--- src/rtl/des_key_sched.sv ---
// DES / 3DES round-subkey generator: streams the 16 PC-2 subkeys of each stage key
// over a valid/ready handshake, reloading C/D at stage boundaries without a bubble.
module des_key_sched #(
    parameter int NUM_KEYS = 1
) (
    input  logic                    clk_in,
    input  logic                    rst_n_in,
    input  logic [64*NUM_KEYS-1:0]  key_in,
    input  logic                    decrypt_in,
    input  logic                    start_in,
    output logic                    ready_out,
    output logic [47:0]             subkey_out,
    output logic                    subkey_valid_out,
    input  logic                    subkey_ready_in,
    output logic [3:0]              round_out,
    output logic [1:0]              key_sel_out,
    output logic                    done_out
);

    if (NUM_KEYS != 1 && NUM_KEYS != 3) begin : g_bad_num_keys
        $error("des_key_sched: NUM_KEYS must be 1 or 3");
    end

    localparam logic [1:0] ST_IDLE = 2'd0;
    localparam logic [1:0] ST_RUN  = 2'd1;
    localparam logic [1:0] ST_DONE = 2'd2;

    localparam logic [7:0] PC1_TAB [56] = '{
        8'd57, 8'd49, 8'd41, 8'd33, 8'd25, 8'd17, 8'd9,
        8'd1,  8'd58, 8'd50, 8'd42, 8'd34, 8'd26, 8'd18,
        8'd10, 8'd2,  8'd59, 8'd51, 8'd43, 8'd35, 8'd27,
        8'd19, 8'd11, 8'd3,  8'd60, 8'd52, 8'd44, 8'd36,
        8'd63, 8'd55, 8'd47, 8'd39, 8'd31, 8'd23, 8'd15,
        8'd7,  8'd62, 8'd54, 8'd46, 8'd38, 8'd30, 8'd22,
        8'd14, 8'd6,  8'd61, 8'd53, 8'd45, 8'd37, 8'd29,
        8'd21, 8'd13, 8'd5,  8'd28, 8'd20, 8'd12, 8'd4
    };

    localparam logic [7:0] PC2_TAB [48] = '{
        8'd14, 8'd17, 8'd11, 8'd24, 8'd1,  8'd5,
        8'd3,  8'd28, 8'd15, 8'd6,  8'd21, 8'd10,
        8'd23, 8'd19, 8'd12, 8'd4,  8'd26, 8'd8,
        8'd16, 8'd7,  8'd27, 8'd20, 8'd13, 8'd2,
        8'd41, 8'd52, 8'd31, 8'd37, 8'd47, 8'd55,
        8'd30, 8'd40, 8'd51, 8'd45, 8'd33, 8'd48,
        8'd44, 8'd49, 8'd39, 8'd56, 8'd34, 8'd53,
        8'd46, 8'd42, 8'd50, 8'd36, 8'd29, 8'd32
    };

    function automatic logic [55:0] pc1(input logic [63:0] k);
        logic [55:0] v;
        v = '0;
        for (int i = 0; i < 56; i++) begin
            v[6'(55 - i)] = k[6'(8'd64 - PC1_TAB[6'(i)])];
        end
        return v;
    endfunction

    function automatic logic [47:0] pc2(input logic [55:0] cd);
        logic [47:0] v;
        v = '0;
        for (int i = 0; i < 48; i++) begin
            v[6'(47 - i)] = cd[6'(8'd56 - PC2_TAB[6'(i)])];
        end
        return v;
    endfunction

    // Zero-based round index n uses a single-bit rotation in FIPS rounds 1, 2, 9 and 16.
    function automatic logic shiftIsOne(input logic [3:0] n);
        return (n == 4'd0) || (n == 4'd1) || (n == 4'd8) || (n == 4'd15);
    endfunction

    function automatic logic [27:0] rotate(input logic [27:0] x, input logic right, input logic one);
        logic [27:0] v;
        if (right) v = one ? {x[0], x[27:1]} : {x[1:0], x[27:2]};
        else       v = one ? {x[26:0], x[27]} : {x[25:0], x[27:26]};
        return v;
    endfunction

    // 3DES EDE runs E-D-E over keys 0,1,2; decrypting reverses both key order and each direction.
    function automatic logic [1:0] stageKey(input logic [1:0] stage, input logic dec);
        if (NUM_KEYS == 1) return 2'd0;
        return dec ? (2'd2 - stage) : stage;
    endfunction

    function automatic logic stageDec(input logic [1:0] stage, input logic dec);
        if (NUM_KEYS == 1) return dec;
        return dec ^ (stage == 2'd1);
    endfunction

    logic [1:0]            r_state;
    logic [64*NUM_KEYS-1:0] r_keys;
    logic                  r_decrypt;
    logic [27:0]           r_c;
    logic [27:0]           r_d;
    logic [3:0]            r_round;
    logic [1:0]            r_stage;
    logic [1:0]            r_key_sel;
    logic                  r_stage_dec;

    logic [63:0] w_in_keys  [4];
    logic [63:0] w_reg_keys [4];

    for (genvar g = 0; g < 4; g++) begin : g_keys
        if (g < NUM_KEYS) begin : g_used
            assign w_in_keys[g]  = key_in[64*g +: 64];
            assign w_reg_keys[g] = r_keys[64*g +: 64];
        end else begin : g_unused
            assign w_in_keys[g]  = '0;
            assign w_reg_keys[g] = '0;
        end
    end

    logic        w_accept;
    logic        w_hs;
    logic        w_stage_end;
    logic        w_last_stage;
    logic        w_load_en;
    logic [1:0]  w_load_stage;
    logic        w_load_mode;
    logic [1:0]  w_load_sel;
    logic        w_load_dec;
    logic [63:0] w_load_key;
    logic [55:0] w_load_cd;
    logic        w_step_one;
    logic [27:0] w_step_c;
    logic [27:0] w_step_d;

    assign w_accept     = start_in && ready_out;
    assign w_hs         = subkey_valid_out && subkey_ready_in;
    assign w_stage_end  = r_stage_dec ? (r_round == 4'd0) : (r_round == 4'd15);
    assign w_last_stage = (r_stage == 2'(NUM_KEYS - 1));
    assign w_load_en    = w_accept || (w_hs && w_stage_end && !w_last_stage);

    // A new job takes its first key straight from key_in; later stages use the latched copy.
    always_comb begin
        w_load_stage = w_accept ? 2'd0 : (r_stage + 2'd1);
        w_load_mode  = w_accept ? decrypt_in : r_decrypt;
        w_load_sel   = stageKey(w_load_stage, w_load_mode);
        w_load_dec   = stageDec(w_load_stage, w_load_mode);
        w_load_key   = w_accept ? w_in_keys[w_load_sel] : w_reg_keys[w_load_sel];
        w_load_cd    = pc1(w_load_key);
        if (!w_load_dec) begin
            w_load_cd = {rotate(w_load_cd[55:28], 1'b0, 1'b1), rotate(w_load_cd[27:0], 1'b0, 1'b1)};
        end
    end

    // Decrypt undoes the rotation that produced the current round; encrypt applies the next one.
    assign w_step_one = shiftIsOne(r_stage_dec ? r_round : (r_round + 4'd1));
    assign w_step_c   = rotate(r_c, r_stage_dec, w_step_one);
    assign w_step_d   = rotate(r_d, r_stage_dec, w_step_one);

    always_ff @(posedge clk_in or negedge rst_n_in) begin
        if (!rst_n_in) begin
            r_state     <= ST_IDLE;
            r_keys      <= '0;
            r_decrypt   <= 1'b0;
            r_c         <= '0;
            r_d         <= '0;
            r_round     <= '0;
            r_stage     <= '0;
            r_key_sel   <= '0;
            r_stage_dec <= 1'b0;
        end else begin
            if (w_accept) begin
                r_keys    <= key_in;
                r_decrypt <= decrypt_in;
            end

            if (w_load_en) begin
                r_stage     <= w_load_stage;
                r_key_sel   <= w_load_sel;
                r_stage_dec <= w_load_dec;
                r_round     <= w_load_dec ? 4'd15 : 4'd0;
                r_c         <= w_load_cd[55:28];
                r_d         <= w_load_cd[27:0];
            end else if (w_hs && !w_stage_end) begin
                r_round <= r_stage_dec ? (r_round - 4'd1) : (r_round + 4'd1);
                r_c     <= w_step_c;
                r_d     <= w_step_d;
            end

            case (r_state)
                ST_IDLE: if (start_in) r_state <= ST_RUN;
                ST_RUN:  if (w_hs && w_stage_end && w_last_stage) r_state <= ST_DONE;
                ST_DONE: r_state <= start_in ? ST_RUN : ST_IDLE;
                default: r_state <= ST_IDLE;
            endcase
        end
    end

    assign ready_out        = (r_state != ST_RUN);
    assign subkey_valid_out = (r_state == ST_RUN);
    assign done_out         = (r_state == ST_DONE);
    assign subkey_out       = subkey_valid_out ? pc2({r_c, r_d}) : 48'd0;
    assign round_out        = r_round;
    assign key_sel_out      = r_key_sel;

endmodule

--- config.mk ---
export PLATFORM = sky130hd
export DESIGN_NAME = des_key_sched
export DESIGN_NICKNAME = d
export VERILOG_FILES = /design/src/rtl/des_key_sched.sv
export SDC_FILE = /design/constraint.sdc
export NUM_CORES = 1
export LEC_CHECK = 0
export BUFFER_PORTS_ARGS = -buffer_cell sky130_fd_sc_hd__buf_2
export CORE_MARGIN = 8
export CORE_UTILIZATION = 55
export CTS_CLUSTER_DIAMETER = 40
export DETAILED_ROUTE_END_ITERATION = 16
export MAX_ROUTING_LAYER = met4
export PLACE_DENSITY = 0.8
export SLEW_MARGIN = 25
export SYNTH_ARGS = -nofsm -noshare
export SYNTH_HDL_FRONTEND = slang
export SYNTH_SLANG_ARGS = --single-unit
--- constraint.sdc ---
create_clock -name clk_in -period 3.85 [get_ports clk_in]
set_input_delay 0.1925 -clock clk_in [delete_from_list [all_inputs] [get_ports clk_in]]
set_output_delay 0.1925 -clock clk_in [all_outputs]
set_load 0.01 [all_outputs]
Word level (Yosys, flattened, before mapping):

Index checks and enable logic that the tools add are counted.

* add/sub/neg operators: 3
* equality and inequality tests: 9
* muxes and demuxes: 25
* reduce and logical (&&, ||, !) cells: 18

Operator list (count)
* 28-bit two-way mux: 10
* 33-bit two-way mux: 1
* 32-bit two-way mux: 1
* 29-bit two-way mux: 1
* 4-bit two-way mux: 5
* 4-bit == test, second input constant: 3
* 4-bit zero test: 2
* 1-bit logical AND: 6
* 2-bit two-way mux: 3
* 2-bit one-hot mux with 3 select lines: 1
* 4-bit by 1-bit adder with 4-bit output, second input constant: 1
* 4-bit by 1-bit == test with 1-bit output, second input constant: 1
* 2-bit zero test: 2
* 1-bit logical OR: 4
* 2-bit by 1-bit != test with 1-bit output, second input constant: 2
* 4-bit by 1-bit subtractor with 4-bit output, second input constant: 1
* 1-bit two-way mux: 3
* 2-bit by 1-bit adder with 2-bit output, second input constant: 1
* 2-bit by 1-bit == test with 1-bit output, second input constant: 1
* 2-bit == test, second input constant: 1
* 1-bit zero test: 2
* 2-bit != test, second input constant: 1
* 2-bit AND reduction: 1
* 2-bit nonzero test: 1

* bits in registers: 95
* bits of input ports: 69
* output and inout port bits: 57
* word-level logic and storage cells: 64

Logic depth before layout (Yosys ltp):

* depth after elaboration: 10
* mapped depth: 13
* mapped depth without buffers: 8

Worst setup path before layout:

OpenSTA, ideal clock, no wires.

* path kind: reg2reg
* from: reg r_stage_dec
* to: reg r_d[21]
* setup time: 0.126 ns
* data arrival time: 2.776 ns
* required time: 3.724 ns
* path slack: 0.948 ns
* stages on the path, launching flop included: 11
* buffers on the path: 2
* period minus slack after synthesis: 2.902 ns
* cell sequence: dfrtp_1 buf_2 inv_1 clkbuf_1 ha_1 or2_2 mux2_4 mux2i_4 a21oi_4 mux2_2 a221o_1

* longest elaborated chain between the ends: 9
* elaborated cells on any way between the ends: 20
* those cells by class: eq/ne: 3; mux: 7; reduce/logical: 10

Ends and longest elaborated chain
* from (decl): line 99 `logic r_stage_dec;`
* from (signal assigned): line 173 `r_stage_dec <= w_load_dec;`
* 4-bit two-way mux: line 149 `assign w_step_one = shiftIsOne(r_stage_dec ? r_round : (r_round + 4'd1));`
* 4-bit by 1-bit == test with 1-bit output or 4-bit zero test (tied branches): line 70 `return (n == 4'd0) || (n == 4'd1) || (n == 4'd8) || (n == 4'd15);`
* 1-bit logical OR (3 in series): line 70
* 28-bit two-way mux, on equally long branches: line 76, 75
* 28-bit two-way mux: line 75 `if (right) v = one ? {x[0], x[27:1]} : {x[1:0], x[27:2]};`
* 28-bit two-way mux: line 177 `end else if (w_hs && !w_stage_end) begin`
* 28-bit two-way mux: line 170 `if (w_load_en) begin`
* to (signal assigned): line 176 `r_d <= w_load_cd[27:0];`
* to (signal assigned): line 180 `r_d <= w_step_d;`
* to (decl): line 95 `logic [27:0] r_d;`

Several ways; a longest one is shown, not always the timed one. The select of a mux whose other input is x is not followed.
A chain may end at the register's enable or synchronous reset.

Worst setup path after layout:

* from: reg r_round[0], in the netlist round_out[0]
* to: reg r_c[3]

* longest elaborated chain between the ends: 10
* elaborated cells on any way between the ends: 23
* those cells by class: add/sub: 1; eq/ne: 4; mux: 7; reduce/logical: 11

Ends and longest elaborated chain
* from (decl): line 96 `logic [3:0] r_round;`
* from (signal assigned): line 174 `r_round <= w_load_dec ? 4'd15 : 4'd0;`
* from (signal assigned): line 178 `r_round <= r_stage_dec ? (r_round - 4'd1) : (r_round + 4'd1);`
* 4-bit by 1-bit adder with 4-bit output: line 149
* 4-bit two-way mux: line 149
* 4-bit by 1-bit == test with 1-bit output or 4-bit zero test (tied branches): line 70
* 1-bit logical OR (3 in series): line 70
* 28-bit two-way mux, on equally long branches: line 76, 75
* 28-bit two-way mux: line 75
* 28-bit two-way mux: line 177
* 28-bit two-way mux: line 170
* to (signal assigned): line 175 `r_c <= w_load_cd[55:28];`
* to (signal assigned): line 179 `r_c <= w_step_c;`
* to (decl): line 94 `logic [27:0] r_c;`

Several ways; a longest one is shown, not always the timed one. The select of a mux whose other input is x is not followed.

==> Flow_metrics.wiki <==
{| class="wikitable"
! Metric !! Value
|-
| Required time of the critical path || 4.08 ns
|-
| Largest net degree at the start of global routing || 75
|-
| Launch point of the worst reg-to-reg path || round_out[0]$_DFFE_PN0P_
|-
| Synth Area per Inst || 9.60 um2
|-
| Antenna violations before repair || 0
|-
| Power per standard cell area || roughly 940 mW/mm2
|-
| Post-route clock period utilization || 82.0%
|-
| Port-buffer cells || 35
|-
| Top FF cell, synth || sky130_fd_sc_hd__dfrtp_1
|-
| Ys async rst share || 100%
|-
| CP peak stage delay || 0.76 ns
|-
| Site row count || 35
|-
| # Post-CTS Setup Buffers || 0
|-
| Wire length of the first global-routing pass || a little under 20,000 um
|-
| Area of the core || about 0.0092 mm2
|-
| Placed Instance Area || approximately 0.0054 mm2
|-
| Fill cell count || about 750
|-
| Met2 capacity usage during global routing || 28.6%
|-
| P_leak || roughly 2.7 nW
|-
| Share of the synthesized area in the top cell type || 35.4%
|-
| Type of the worst setup path || reg2reg
|-
| Post-route cell area || about 0.0056 mm2
|-
| Cell type with the highest aggregate area in the netlist || sky130_fd_sc_hd__dfrtp_1
|-
| Routed length per placed instance || 17.0 um
|-
| Post-detailed-routing wire length || 11,900 um
|-
| RD Place Congestion || 0.906
|-
| Insertion delay to the later sink of the worst-skew pair || 0.35 ns
|-
| Number of synthesized flops with an enable pin || 0
|-
| Vias in the first global route || ~4.0k
|-
| CP max FO || 25
|-
| Final setup vio count || 0
|-
| Total DRC errors in the routed layout || 0
|-
| Total track usage || 18.8%
|-
| Combined area of the multi-input logic cells || roughly 0.003 mm2
|-
| # resized after CTS || 0
|-
| Worst hold path type || in2async
|-
| Antenna cells || 0
|-
| Hold-fix buffers, CTS || 0
|-
| Number of clock buffers inserted by TritonCTS || 9
|-
| Critical path, cell by cell || inv_1 > ha_1 > nand2b_1 > mux2i_1 > and2_2 > mux2_2 > a211oi_1 > o22ai_1
|-
| Number of nets in the final layout || 640
|-
| Worst setup EP type || register
|-
| Final min period || 3.16 ns
|-
| Final Hold Fails || 74
|-
| Violations in the final reports || hold timing
|-
| Overall die area || 0.0129 mm2
|-
| Gr busiest metal || met2
|-
| Area Overhead vs Synth || 7.85%
|-
| Maximum clock frequency || 0.317 GHz
|-
| Htree depth || 3
|-
| Launching element type of the critical path || register
|-
| Hold slack final || -0.0295 ns
|-
| Final setup skew || 0.00794 ns
|-
| Final Total Pwr || 5.32 mW
|-
| Critical Path AT || 3.39 ns
|-
| Total grt overflow || 0
|-
| Synthesized flop and latch total || between 70 and 80
|-
| Setup Total Neg Slack || 0 ns
|-
| Unrepaired setup endpoints after global routing || false
|-
| Post-synthesis instance area || 0.00523 mm2
|-
| Worst path buffer plus inverter count || 1
|-
| Antenna-violating nets left || 0
|-
| Worst path slowest cell || sky130_fd_sc_hd__and2_2
|-
| Number of iterations in the first detailed-routing pass || 5
|-
| Die height || 114 um
|-
| Yosys warning count || 0
|-
| Die width || 114 um
|-
| Clock slew at reported path FFs || 0.08 ns
|-
| Ports placed on the boundary || 126
|-
| Worst-case clock buffer depth || 2
|-
| Drt initial violations || 362
|-
| Result of the run || complete, but fails checks
|-
| Area used by sequential logic in the layout || 0.00185 mm2
|-
| Peak supply drop || 0.000437 V
|-
| Met1 Use GR || 25.0%
|-
| Buffer type at the clock tree root || sky130_fd_sc_hd__clkbuf_8
|-
| Met3 Resource Use GR || 2.91%
|-
| Layout cells sized above 1 || between 10 and 15%
|-
| TritonCTS Sinks || 74
|-
| Register area share after synthesis || a little over a third
|-
| Routed via count || 4,234
|-
| Kind of cell adding the most delay to the critical path || simple AND/OR/NAND/NOR gates
|-
| Source of the critical timing path || round_out[0]$_DFFE_PN0P_
|-
| Utilization after layout || around 60%
|-
| Clock tree from TritonCTS || yes
|-
| Netlist cell types || 58
|-
| Detailed-placement wirelength estimate || 7900 um
|-
| Number of instances in the synthesized netlist || ~550
|-
| Detail-routed via count per cell || 6.05
|-
| Worst slew pin tran || 0.983 ns
|-
| Most used cells in the layout excluding fill and tap cells || sky130_fd_sc_hd__mux2i_1 (95), sky130_fd_sc_hd__dfrtp_1 (74), sky130_fd_sc_hd__a2bb2oi_1 (43)
|-
| Effective utilization at floorplan || between 50 and 60%
|-
| Number of violations of the max-capacitance limit || 0
|-
| Relative slew margins || 34.3%
|-
| Final slew viol count || 0
|-
| Cells taking the most area after synthesis || sky130_fd_sc_hd__dfrtp_1 (35%), sky130_fd_sc_hd__mux2i_1 (18%), sky130_fd_sc_hd__a2bb2oi_1 (7.2%)
|-
| Most frequent standard cell in the layout excluding fill and tap cells || sky130_fd_sc_hd__mux2i_1
|}
==> final cells by class <==
cell class / instances / share of cell area (%)
sequential: 74 / 32.8
clock inverter: 5 / 2.22
inverter: 10 / 0.665
timing repair buffer: 49 / 5.48
multi-input combinational: 422 / 53.4
clock buffer: 11 / 2.51
tap: 129 / 2.86
==> per-layer routing <==
metal | wire, um | vias up
met4 | 173 | 0
met2 | 5640 | 150
met1 | 5320 | 2077
li1 | - | 1990
met5 | 0 | -
met3 | 776 | 17
==> per-stage QoR <==
stage / hold slack [ns] / worst slack (ns) / instances
4_1_cts: 0.0469 / 0.720 / 700
2_1_floorplan: -0.103 / 0.948 / 578
5_1_grt: 0.0168 / 0.525 / 700
6_report: -0.0295 / 0.693 / 700
3_3_place_gp: 0.406 / 0.805 / 684
3_5_place_dp: 0.412 / 0.751 / 684
==> cell usage after synthesis, types with 2 or more instances <==
cell type                   number
sky130_fd_sc_hd__o22ai_1         4
sky130_fd_sc_hd__o221ai_1        2
sky130_fd_sc_hd__buf_8           2
sky130_fd_sc_hd__mux2i_1        95
sky130_fd_sc_hd__clkbuf_1       22
sky130_fd_sc_hd__and3_1          2
sky130_fd_sc_hd__a22oi_1         3
sky130_fd_sc_hd__o21ai_1        18
sky130_fd_sc_hd__nor3_1          2
sky130_fd_sc_hd__xnor2_1         3
sky130_fd_sc_hd__nand2b_1        5
sky130_fd_sc_hd__o21ai_0        39
sky130_fd_sc_hd__inv_1           9
sky130_fd_sc_hd__o32a_1          2
sky130_fd_sc_hd__nor2b_1         2
sky130_fd_sc_hd__o211a_1         3
sky130_fd_sc_hd__a32oi_1         2
sky130_fd_sc_hd__buf_4          40
sky130_fd_sc_hd__nor2_1         19
sky130_fd_sc_hd__nand2_1        39
sky130_fd_sc_hd__a211oi_1        2
sky130_fd_sc_hd__a31oi_1         5
sky130_fd_sc_hd__a22o_1          3
sky130_fd_sc_hd__nand3_1         6
sky130_fd_sc_hd__a221o_1         3
sky130_fd_sc_hd__a2bb2oi_1      43
sky130_fd_sc_hd__dfrtp_1        74
sky130_fd_sc_hd__a41oi_1         2
sky130_fd_sc_hd__and2_1         20
sky130_fd_sc_hd__buf_2           6
sky130_fd_sc_hd__o211ai_1        2
sky130_fd_sc_hd__ha_1            5
sky130_fd_sc_hd__and4_1          6
sky130_fd_sc_hd__mux2_2          9
sky130_fd_sc_hd__nor3b_1         3
sky130_fd_sc_hd__or2_2           6
sky130_fd_sc_hd__a21oi_1        16
==> sequential cells by signal, indices dropped and copies added (netlist names) <==
signal and flops:
r_keys 8, round_out 4, r_state 2, r_stage_dec 1, r_d 28, r_c 28, r_decrypt 1, r_stage 2
==> kinds of logic after synthesis <==
| group | synth area share [%] |
|---|---|
| AND/OR/NAND/NOR | 11.5 |
| other | 0.0717 |
| multiplexers | 21.0 |
| adder cells (fa/ha/maj) | 1.20 |
| AO/OA/AOI/OAI | 20.8 |
| XOR/XNOR | 0.502 |
| buffers and inverters | 9.50 |
| flip-flops | 35.4 |
==> worst reg2reg max path, cell delays in order (launching register included) <==
cell                       delay, ns
sky130_fd_sc_hd__dfrtp_1        0.42
sky130_fd_sc_hd__inv_1          0.12
sky130_fd_sc_hd__ha_1           0.34
sky130_fd_sc_hd__nand2b_1       0.18
sky130_fd_sc_hd__mux2i_1        0.39
sky130_fd_sc_hd__and2_2         0.76
sky130_fd_sc_hd__mux2_2         0.44
sky130_fd_sc_hd__a211oi_1       0.28
sky130_fd_sc_hd__o22ai_1        0.11
==> power breakdown <==
group	internal (mW)	total, mW	leakage (nW)	switching (mW)
Combinational	1.41	3.06	1.59	1.65
Sequential	1.08	1.46	0.967	0.377
Clock	0.513	0.806	0.134	0.293
Total	3.00	5.32	2.69	2.32
==> worst paths after layout <==
check / end / slack [ns] / cells past startpoint
max in group asynchronous: r_d[10]$_DFFE_PN0P_ / 3.43 / 2
setup / recovery: r_c[3]$_DFFE_PN0P_ / 0.69 / 8
hold reg to reg: r_keys[17]$_DFF_PN0_ / 0.48 / 2
setup reg to reg: r_c[3]$_DFFE_PN0P_ / 0.69 / 8
min in group clk_in: r_keys[12]$_DFF_PN0_ / 0.06 / 3
hold / removal: round_out[0]$_DFFE_PN0P_ / -0.03 / 2
Power figures use the tool's default switching activity.
